## src/rtl/weighted_rr_arbiter_pkg.sv

```systemverilog
// Shared constants and elaboration-time helpers for the weighted round-robin arbiter.
package weighted_rr_arbiter_pkg;

  localparam int WRR_MAX_REQUESTERS = 32;

  // Cyclic span mask: bits start, start+1, ... up to (but excluding) stop, wrapping at n.
  // Empty when start == stop.
  function automatic logic [WRR_MAX_REQUESTERS-1:0] wrap_span_mask(input int start,
                                                                  input int stop,
                                                                  input int n);
    logic [WRR_MAX_REQUESTERS-1:0] mask;
    logic                          hit;
    int                            pos;
    mask = '0;
    hit  = 1'b0;
    for (int k = 0; k < n; k++) begin
      pos = (start + k) % n;
      if (pos == stop) hit = 1'b1;
      if (!hit) mask[pos] = 1'b1;
    end
    return mask;
  endfunction

endpackage

```

## src/rtl/weighted_rr_arbiter_oh_to_idx.sv

```systemverilog
// One-hot to binary index encoder; an all-zero input encodes to index 0.
module weighted_rr_arbiter_oh_to_idx #(
  parameter int N = 4,
  parameter int W = $clog2(N)
) (
  input  logic [N-1:0] oh,
  output logic [W-1:0] idx
);

  always_comb begin
    idx = '0;
    for (int i = 0; i < N; i++) begin
      if (oh[i]) idx = idx | W'(i);
    end
  end

endmodule

```

## src/rtl/weighted_rr_arbiter.sv

```systemverilog
// Weighted round-robin arbiter with a zero-latency combinational grant,
// per-requester credit counters and a grant lock for multi-beat transactions.
module weighted_rr_arbiter
  import weighted_rr_arbiter_pkg::*;
#(
  parameter int NUM_REQUESTERS = 4,
  parameter int WEIGHT_WIDTH   = 4,
  parameter int IDX_WIDTH      = $clog2(NUM_REQUESTERS)
) (
  input  logic                                   clk,
  input  logic                                   reset,
  input  logic [NUM_REQUESTERS-1:0]              request,
  input  logic [NUM_REQUESTERS*WEIGHT_WIDTH-1:0] weight,
  input  logic                                   update_lru,
  input  logic                                   grant_lock,
  output logic [NUM_REQUESTERS-1:0]              grant_oh,
  output logic [IDX_WIDTH-1:0]                   grant_idx,
  output logic                                   locked
);

  logic [NUM_REQUESTERS-1:0] priority_oh_q, priority_oh_d;
  logic [NUM_REQUESTERS-1:0] locked_oh_q, locked_oh_d;
  logic [NUM_REQUESTERS-1:0][WEIGHT_WIDTH-1:0] credit_q, credit_d, credit_used;
  logic [NUM_REQUESTERS-1:0] rr_grant;
  logic [NUM_REQUESTERS-1:0] last_credit;
  logic [NUM_REQUESTERS-1:0] grant_rot;
  logic                      lock_hit;
  logic                      fire;

  // Requester i wins unless some requester between the priority pointer and i asks first.
  for (genvar i = 0; i < NUM_REQUESTERS; i++) begin : g_search
    logic [NUM_REQUESTERS-1:0] blocked;
    for (genvar p = 0; p < NUM_REQUESTERS; p++) begin : g_start
      localparam logic [WRR_MAX_REQUESTERS-1:0] SPAN = wrap_span_mask(p, i, NUM_REQUESTERS);
      assign blocked[p] = |(request & SPAN[NUM_REQUESTERS-1:0]);
    end
    assign rr_grant[i] = request[i] & ~|(priority_oh_q & blocked);
  end

  assign lock_hit  = |(locked_oh_q & request);
  assign grant_oh  = lock_hit ? locked_oh_q : rr_grant;
  assign fire      = update_lru & (|grant_oh);
  assign grant_rot = {grant_oh[NUM_REQUESTERS-2:0], grant_oh[NUM_REQUESTERS-1]};
  assign locked    = |locked_oh_q;

  // A stored credit of zero means the quota is exhausted and reloads from the weight on next use.
  for (genvar i = 0; i < NUM_REQUESTERS; i++) begin : g_credit
    logic [WEIGHT_WIDTH-1:0] ew;
    logic [WEIGHT_WIDTH-1:0] cur;
    assign ew             = (weight[i*WEIGHT_WIDTH +: WEIGHT_WIDTH] == '0) ?
                            WEIGHT_WIDTH'(1) : weight[i*WEIGHT_WIDTH +: WEIGHT_WIDTH];
    assign cur            = (credit_q[i] == '0) ? ew : credit_q[i];
    assign last_credit[i] = (cur == WEIGHT_WIDTH'(1));
    assign credit_used[i] = last_credit[i] ? '0 : cur - WEIGHT_WIDTH'(1);
  end

  always_comb begin
    priority_oh_d = priority_oh_q;
    locked_oh_d   = locked_oh_q;
    credit_d      = credit_q;
    if (fire) begin
      if (grant_lock) begin
        locked_oh_d = grant_oh;
      end else begin
        locked_oh_d   = '0;
        priority_oh_d = (|(grant_oh & last_credit)) ? grant_rot : grant_oh;
        for (int i = 0; i < NUM_REQUESTERS; i++) begin
          if (grant_oh[i]) credit_d[i] = credit_used[i];
        end
      end
    end else if (!lock_hit) begin
      locked_oh_d = '0;
    end
  end

  always_ff @(posedge clk) begin
    if (!reset) begin
      priority_oh_q <= {{(NUM_REQUESTERS-1){1'b0}}, 1'b1};
      locked_oh_q   <= '0;
      credit_q      <= '0;
    end else begin
      priority_oh_q <= priority_oh_d;
      locked_oh_q   <= locked_oh_d;
      credit_q      <= credit_d;
    end
  end

  weighted_rr_arbiter_oh_to_idx #(
    .N(NUM_REQUESTERS),
    .W(IDX_WIDTH)
  ) u_oh_to_idx (
    .oh (grant_oh),
    .idx(grant_idx)
  );

  a_grant_onehot0: assert property (@(posedge clk) disable iff (!reset) $onehot0(grant_oh));
  a_priority_onehot: assert property (@(posedge clk) disable iff (!reset) $onehot(priority_oh_q));
  a_update_has_request: assert property (@(posedge clk) disable iff (!reset)
                                         update_lru |-> (request != '0));

endmodule
```

## config.mk

```make
export PLATFORM = sky130hd
export DESIGN_NAME = weighted_rr_arbiter
export DESIGN_NICKNAME = d
export VERILOG_FILES = /design/src/rtl/weighted_rr_arbiter_pkg.sv /design/src/rtl/weighted_rr_arbiter_oh_to_idx.sv /design/src/rtl/weighted_rr_arbiter.sv
export SDC_FILE = /design/constraint.sdc
export NUM_CORES = 1
export LEC_CHECK = 0
export CORE_UTILIZATION = 55
export CTS_BUF_LIST = sky130_fd_sc_hd__clkbuf_16
export DETAILED_ROUTE_END_ITERATION = 8
export HOLD_SLACK_MARGIN = 0.12
export PLACE_DENSITY = 0.94
export SLEW_MARGIN = 20
export SYNTH_ARGS = -nofsm -noshare
export SYNTH_HDL_FRONTEND = slang
export SYNTH_SLANG_ARGS = --single-unit
```

## constraint.sdc

```tcl
create_clock -name clk -period 9 [get_ports clk]
set_clock_uncertainty 0.15 [all_clocks]
set_input_delay 2.7 -clock clk [delete_from_list [all_inputs] [get_ports clk]]
set_output_delay 2.7 -clock clk [all_outputs]
set_load 0.005 [all_outputs]
```

* Word level (Yosys, flattened, before mapping) *
Index checks and enable logic that the tools add are counted.

storage, ports and cells
  word-level logic and storage cells = 80
  register bits = 24
  bits of input ports = 24

cells by class
  equality and inequality tests = 5
  reduce and logical (&&, ||, !) cells = 33
  $add $sub $neg = 4
  bitwise gates (word level) = 12
  multiplexer cells = 20

operators by type and width
  cell                                              count
  2-to-1 mux 4 bit                                  17
  logical NOT 4 bit                                 8
  OR reduction 4 bit                                8
  bitwise AND 4 bit                                 5
  == test 4 x 1 -> 1 bit, second input constant     4
  subtractor 4 x 1 -> 4 bit, second input constant  4
  AND reduction 3 bit                               4
  OR reduction 3 bit                                4
  OR reduction 2 bit                                4
  bitwise AND 1 bit                                 5
  bitwise AND 4 x 3 -> 4 bit                        1
  logical NOT 1 bit                                 4
  2-to-1 mux 2 bit                                  2
  != test 2 x 1 -> 1 bit, second input constant     1
  AND reduction 2 bit                               1
  2-to-1 mux 1 bit                                  1
  NOT 1 bit                                         1

* Longest topological paths before layout *
Gate-level depths: netlist of the first run.

  depth in word-level cells = 9
  depth in mapped cells = 11
  mapped depth without buffers = 11

* By module *
A second synthesis of the first run with hierarchy kept.

unflattened totals
  cell total of the unflattened synthesis = 216
  area total of the unflattened synthesis = 1727.9 µm²

modules (own cells, without submodules)
  module                         seq. area each (µm²)  instances  cells an instance  area each (µm²)
  weighted_rr_arbiter            480.5                 1          214                1715.4
  weighted_rr_arbiter_oh_to_idx  0.0                   1          2                  12.5

* Worst setup path after synthesis of the first run *
No wires, ideal clock.

  path kind = input to output
  from = input request[3]
  to = output grant_oh[0]
  setup slack = 2.570 ns
  stages on the path = 4
  data arrival time = 3.580 ns
  cells stage by stage = a22oi_2 -> nand2_2 -> a2bb2oi_1 -> inv_1

on the way
  word-level cells in the longest chain between the ends = 6
  elaborated cells on any way between the ends = 9

ends and longest elaborated chain
  what                                                             RTL line                   text
  from (decl)                                                      weighted_rr_arbiter.sv:12  input logic [NUM_REQUESTERS-1:0] request,
  OR reduction 3 bit / OR reduction 2 bit (equally long branches)  weighted_rr_arbiter.sv:35  assign blocked[p] = |(request & SPAN[NUM_REQUESTERS-1:0]);
  bitwise AND 4 bit                                                weighted_rr_arbiter.sv:37  assign rr_grant[i] = request[i] & ~|(priority_oh_q & blocked);
  OR reduction 4 bit                                               weighted_rr_arbiter.sv:37
  logical NOT 1 bit                                                weighted_rr_arbiter.sv:37
  bitwise AND 1 bit                                                weighted_rr_arbiter.sv:37
  2-to-1 mux 4 bit (*)                                             weighted_rr_arbiter.sv:41  assign grant_oh = lock_hit ? locked_oh_q : rr_grant;
  to (decl)                                                        weighted_rr_arbiter.sv:16  output logic [NUM_REQUESTERS-1:0] grant_oh,

Mark *: on every way between the ends. The rest lies on a longest branch, timed or not.

* Final worst setup path of the first run *
Ends and elaborated chain as after synthesis.

==> impl.org, run 1 <==
** Floorplanning
- The die covers about 3300 um2.
- Height of the die :: 57.4 um
- Top-Level Pins :: 31
- Die Width :: between 50 and 60 um
- Initial core utilization :: between 50% and 60%
- Number of rows created at floorplan :: 19
- The region available for standard cell placement spans 2830 um2.

** CTS
- The tree is rooted in a clkbuf_16.
- In this run the deepest clock path goes through 2 buffers.
- Number of sinks driven by the clock tree :: 24
- After clock tree synthesis, the clock-pin slew on the worst setup and hold paths is about 0.060 ns.
- Post-CTS timing repair inserted 0 buffers for setup.
- CTS built an H-tree with a depth of 1.
- The clock reaches the later pin of the worst-skew pair after approximately 0.26 ns.
- CTS-repair resized insts :: 0
- After clock tree synthesis, the flow added hold-fix buffers numbering 0.
- TritonCTS built the clock tree.
- Number of CTS-inserted buffers :: 3

** Setup path
- Required time at the worst-slack endpoint :: about 6.2 ns
- By startpoint and endpoint, the worst setup path is classified as in2out.
- STA classifies the critical path endpoint as an output pin.
- At the worst endpoint, the arrival time is roughly 5.0 ns.
- Along the worst path, the maximum fanout reaches 8.
- Counting cells, the worst reg-to-reg path comes to 10.
- The worst setup path is launched from a primary input.
- The signal on the critical path passes through clkdlybuf4s50_1, a22oi_2, nand2_2, a2bb2oi_1, inv_1, clkdlybuf4s50_1.
- For this run, the slowest stage of the critical path takes 0.57 ns.
- On the critical path, the stage with the largest delay is an instance of clkdlybuf4s50_1.
- Worst path most repeated cell :: clkdlybuf4s50_1

** Drt
- In the routed layout, each cell is associated on average with a via count of ~6.3.
- M1 wire length :: about 1900 um
- In the routed design, unresolved DRC markers number 2.
- Detailed-route via count :: 1704
- Summed over all nets, wire length on met3 after detailed routing comes to about 110 um.
- Routed length on met2 :: about 2000 um
- The pre-antenna-repair detailed-routing pass consisted of 6 iterations.
- The final layout contains routed wiring with a total length of between 4000 and 5000 um.
- After detailed routing, the average wire length per cell comes to 15.0 um.
- Topmost layer with routed signal wires :: met4
- Number of DRC markers after the initial detailed-route iteration :: 86
- The detail route stage leaves a number of antenna-violating nets equal to 0.

** Place
- The count of buffers added on input and output ports is 30.
- Post-DP Area :: roughly 2000 um2
- Placer congestion estimate :: between 0.9 and 1
- Detailed placer's ending HPWL :: between 2000 and 3000 um

** Hold path
- Type of the most critical hold path :: reg2reg
- Number of stages on the worst hold path :: 2

** Outcome
- The flow ran to the end, but the final reports show violations.
- The checks that failed: DRC.

** Timing
- Upper clock frequency limit :: approximately 0.13 GHz
- The worst pin sits at a relative slew slack of 47.6%.
- RSZ-0062 raised after global routing :: no
- Setup violations remaining at the end of the flow were counted as 0.
- The count of final hold-check violations is 0.
- Summed over all failing endpoints, the final setup total negative slack is 0 ns.
- Final critical-path share of the clock period :: 86.8%
- Max-slew violations :: 0
- For the pin with the worst max-slew slack, the measured transition is between 0.7 and 0.8 ns.
- The routed design could run at a clock period as short as 7.81 ns.

** Layout
- Area Growth Syn to Fin :: 24.1%
- Total of fill cells in the finished design :: 227
- Share of the core filled with cells :: about three quarters
- After the last flow step, the layout net total stands at 273.
- The repair_antennas step left the layout with diodes totalling 0.
- Area of all placed cells without fillers :: 2090 um2
- Share of post-route cells with drive strength above 1 :: 7.11%

** Logic synthesis
- Counting flops with an async set or reset pin after synthesis yields a share of 0%.
- Yosys printed 0 warnings.
- Post-synth EDFFs :: 0
- Top flip-flop cell by instance count after synthesis :: dfxtp_1
- The synthesized design contains 24 register bits.
- Count of different cell masters after synthesis :: 49
- Averaged over all synthesized cells, the footprint is roughly 8.1 um2.
- The share of the Yosys chip area taken by registers is 28.5%.
- In this run the cell area of the synthesized design comes to 1690 um2.
- After technology mapping, the gate count stands at between 200 and 250.
- The number of nets in the synthesized netlist is 240.

** Pwr
- Leakage power :: 0.851 nW
- Total Power :: slightly below 0.3 mW
- VDD sags by at most roughly 0.13 mV.
- Power per standard cell area :: 139 nW/um2

** Global route
- Initial antenna violation count :: 0
- Global-route congestion overflow total :: 0
- The number of global-route vias before repair is between 1500 and 2000.
- Entering global routing, the biggest net connects 23 pins.
- The first global-routing pass estimated approximately 7000 um of wire.
- All-layer global routing usage :: 26.7%

** Flow run
- Maxcap violations :: 0
## power breakdown
| part | switching, mW | internal [mW] | total, mW |
|---|---|---|---|
| Combinational | 0.0426 | 0.0396 | 0.0822 |
| Clock | 0.0351 | 0.0587 | 0.0939 |
| Sequential | 0.00510 | 0.110 | 0.116 |
| Total | 0.0828 | 0.209 | 0.292 |
## layer usage
layer	up-vias	GRT usage (%)
met5	-	0
met3	8	4.76
met4	0	7.67
met2	36	47.5
li1	855	-
met1	805	32.8
## placed cells by master, fill, tap and decap left out, types with 2 or more instances in the layout
| cell | instances |
|---|---|
| a31oi_1 | 4 |
| o311ai_0 | 2 |
| and3_1 | 3 |
| clkbuf_16 | 3 |
| and3b_1 | 2 |
| o211a_1 | 2 |
| a21boi_0 | 5 |
| nor3_1 | 13 |
| nand2b_1 | 3 |
| o311ai_1 | 2 |
| nor4b_1 | 6 |
| o21a_1 | 5 |
| nor4_1 | 2 |
| a21oi_1 | 12 |
| or4_1 | 4 |
| nand2_1 | 12 |
| nor2b_1 | 4 |
| inv_1 | 10 |
| o21ai_0 | 10 |
| ha_1 | 8 |
| a22oi_2 | 2 |
| o311a_1 | 6 |
| clkdlybuf4s50_1 | 30 |
| nand4_1 | 3 |
| nor2_1 | 29 |
| mux2i_1 | 3 |
| nand3_1 | 8 |
| dfxtp_1 | 24 |
## layout make-up
| cell class | count | area, um2 | share of cell area (%) |
|---|---|---|---|
| Clock buffer | 3 | 75.1 | 3.59 |
| Sequential cell | 24 | 480 | 23.0 |
| Timing Repair Buffer | 30 | 300 | 14.3 |
| Tap cell | 31 | 38.8 | 1.85 |
| Inverter | 12 | 47.5 | 2.27 |
| Multi-Input combinational cell | 170 | 1150 | 55.0 |
## through the flow
step | hold WS (ns) | setup slack (ns) | cells
after floorplan | 0.319 | 2.57 | 208
after global placement | 0.363 | 1.33 | 267
after detailed placement | 0.357 | 1.26 | 267
after CTS | 0.371 | 1.22 | 270
after global routing | 0.394 | 1.09 | 270
final | 0.370 | 1.19 | 270
## worst max-delay path, delay by kind of cell
family | cells | cell delay, ns
AO/OA/AOI/OAI | 2 | 0.86
buffers and inverters | 3 | 1.24
AND/OR/NAND/NOR | 1 | 0.17
## flip-flops by register name (all words and copies together) (netlist names)
name / count
credit_q: 16
locked_oh_q: 4
priority_oh_q: 4
## path summary, 6_finish.rpt
check	from	to	slack, ns
worst min register to register	credit_q[0]$_SDFFE_PN0P_	credit_q[0]$_SDFFE_PN0P_	0.37
worst min-delay path	credit_q[0]$_SDFFE_PN0P_	credit_q[0]$_SDFFE_PN0P_	0.37
worst max register to register	credit_q[9]$_SDFFE_PN0P_	priority_oh_q[3]$_SDFFE_PN0P_	6.29
worst max-delay path	request[3]	grant_oh[0]	1.19
## cell families after synthesis
family	Yosys count	share of synthesized area, %
AO/OA/AOI/OAI	62	29.8
XOR/XNOR	1	0.519
adder cells (fa/ha/maj)	8	5.93
buffers and inverters	14	3.26
flip-flops	24	28.5
multiplexers	3	1.78
AND/OR/NAND/NOR	96	30.2
## cells in the mapped netlist, types with 4 or more instances
master     n  area [um2]
a21boi_0   5        37.5
a21oi_1   12        60.1
a31oi_1    4        25.0
dfxtp_1   24         480
ha_1       8         100
inv_1     10        37.5
nand2_1   12        45.0
nand3_1    8        40.0
nor2_1    29         109
nor2b_1    4        25.0
nor3_1    13        65.1
nor4b_1    6        52.6
o21a_1     5        37.5
o21ai_0   10        50.1
o311a_1    6        60.1
or4_1      4        30.0
(Power assumes the default switching activity.)
==> run 2, diff against run 1 <==
- SLEW_MARGIN: 20 -> not set
==> results of run 2 <==
No change in the layout: final DEF, timing and power equal those of run 1.
==> run 3, diff against run 2 <==
- CAP_MARGIN: not set -> 20
==> results of run 3 <==
No change in the layout: final DEF, timing and power equal those of run 1.
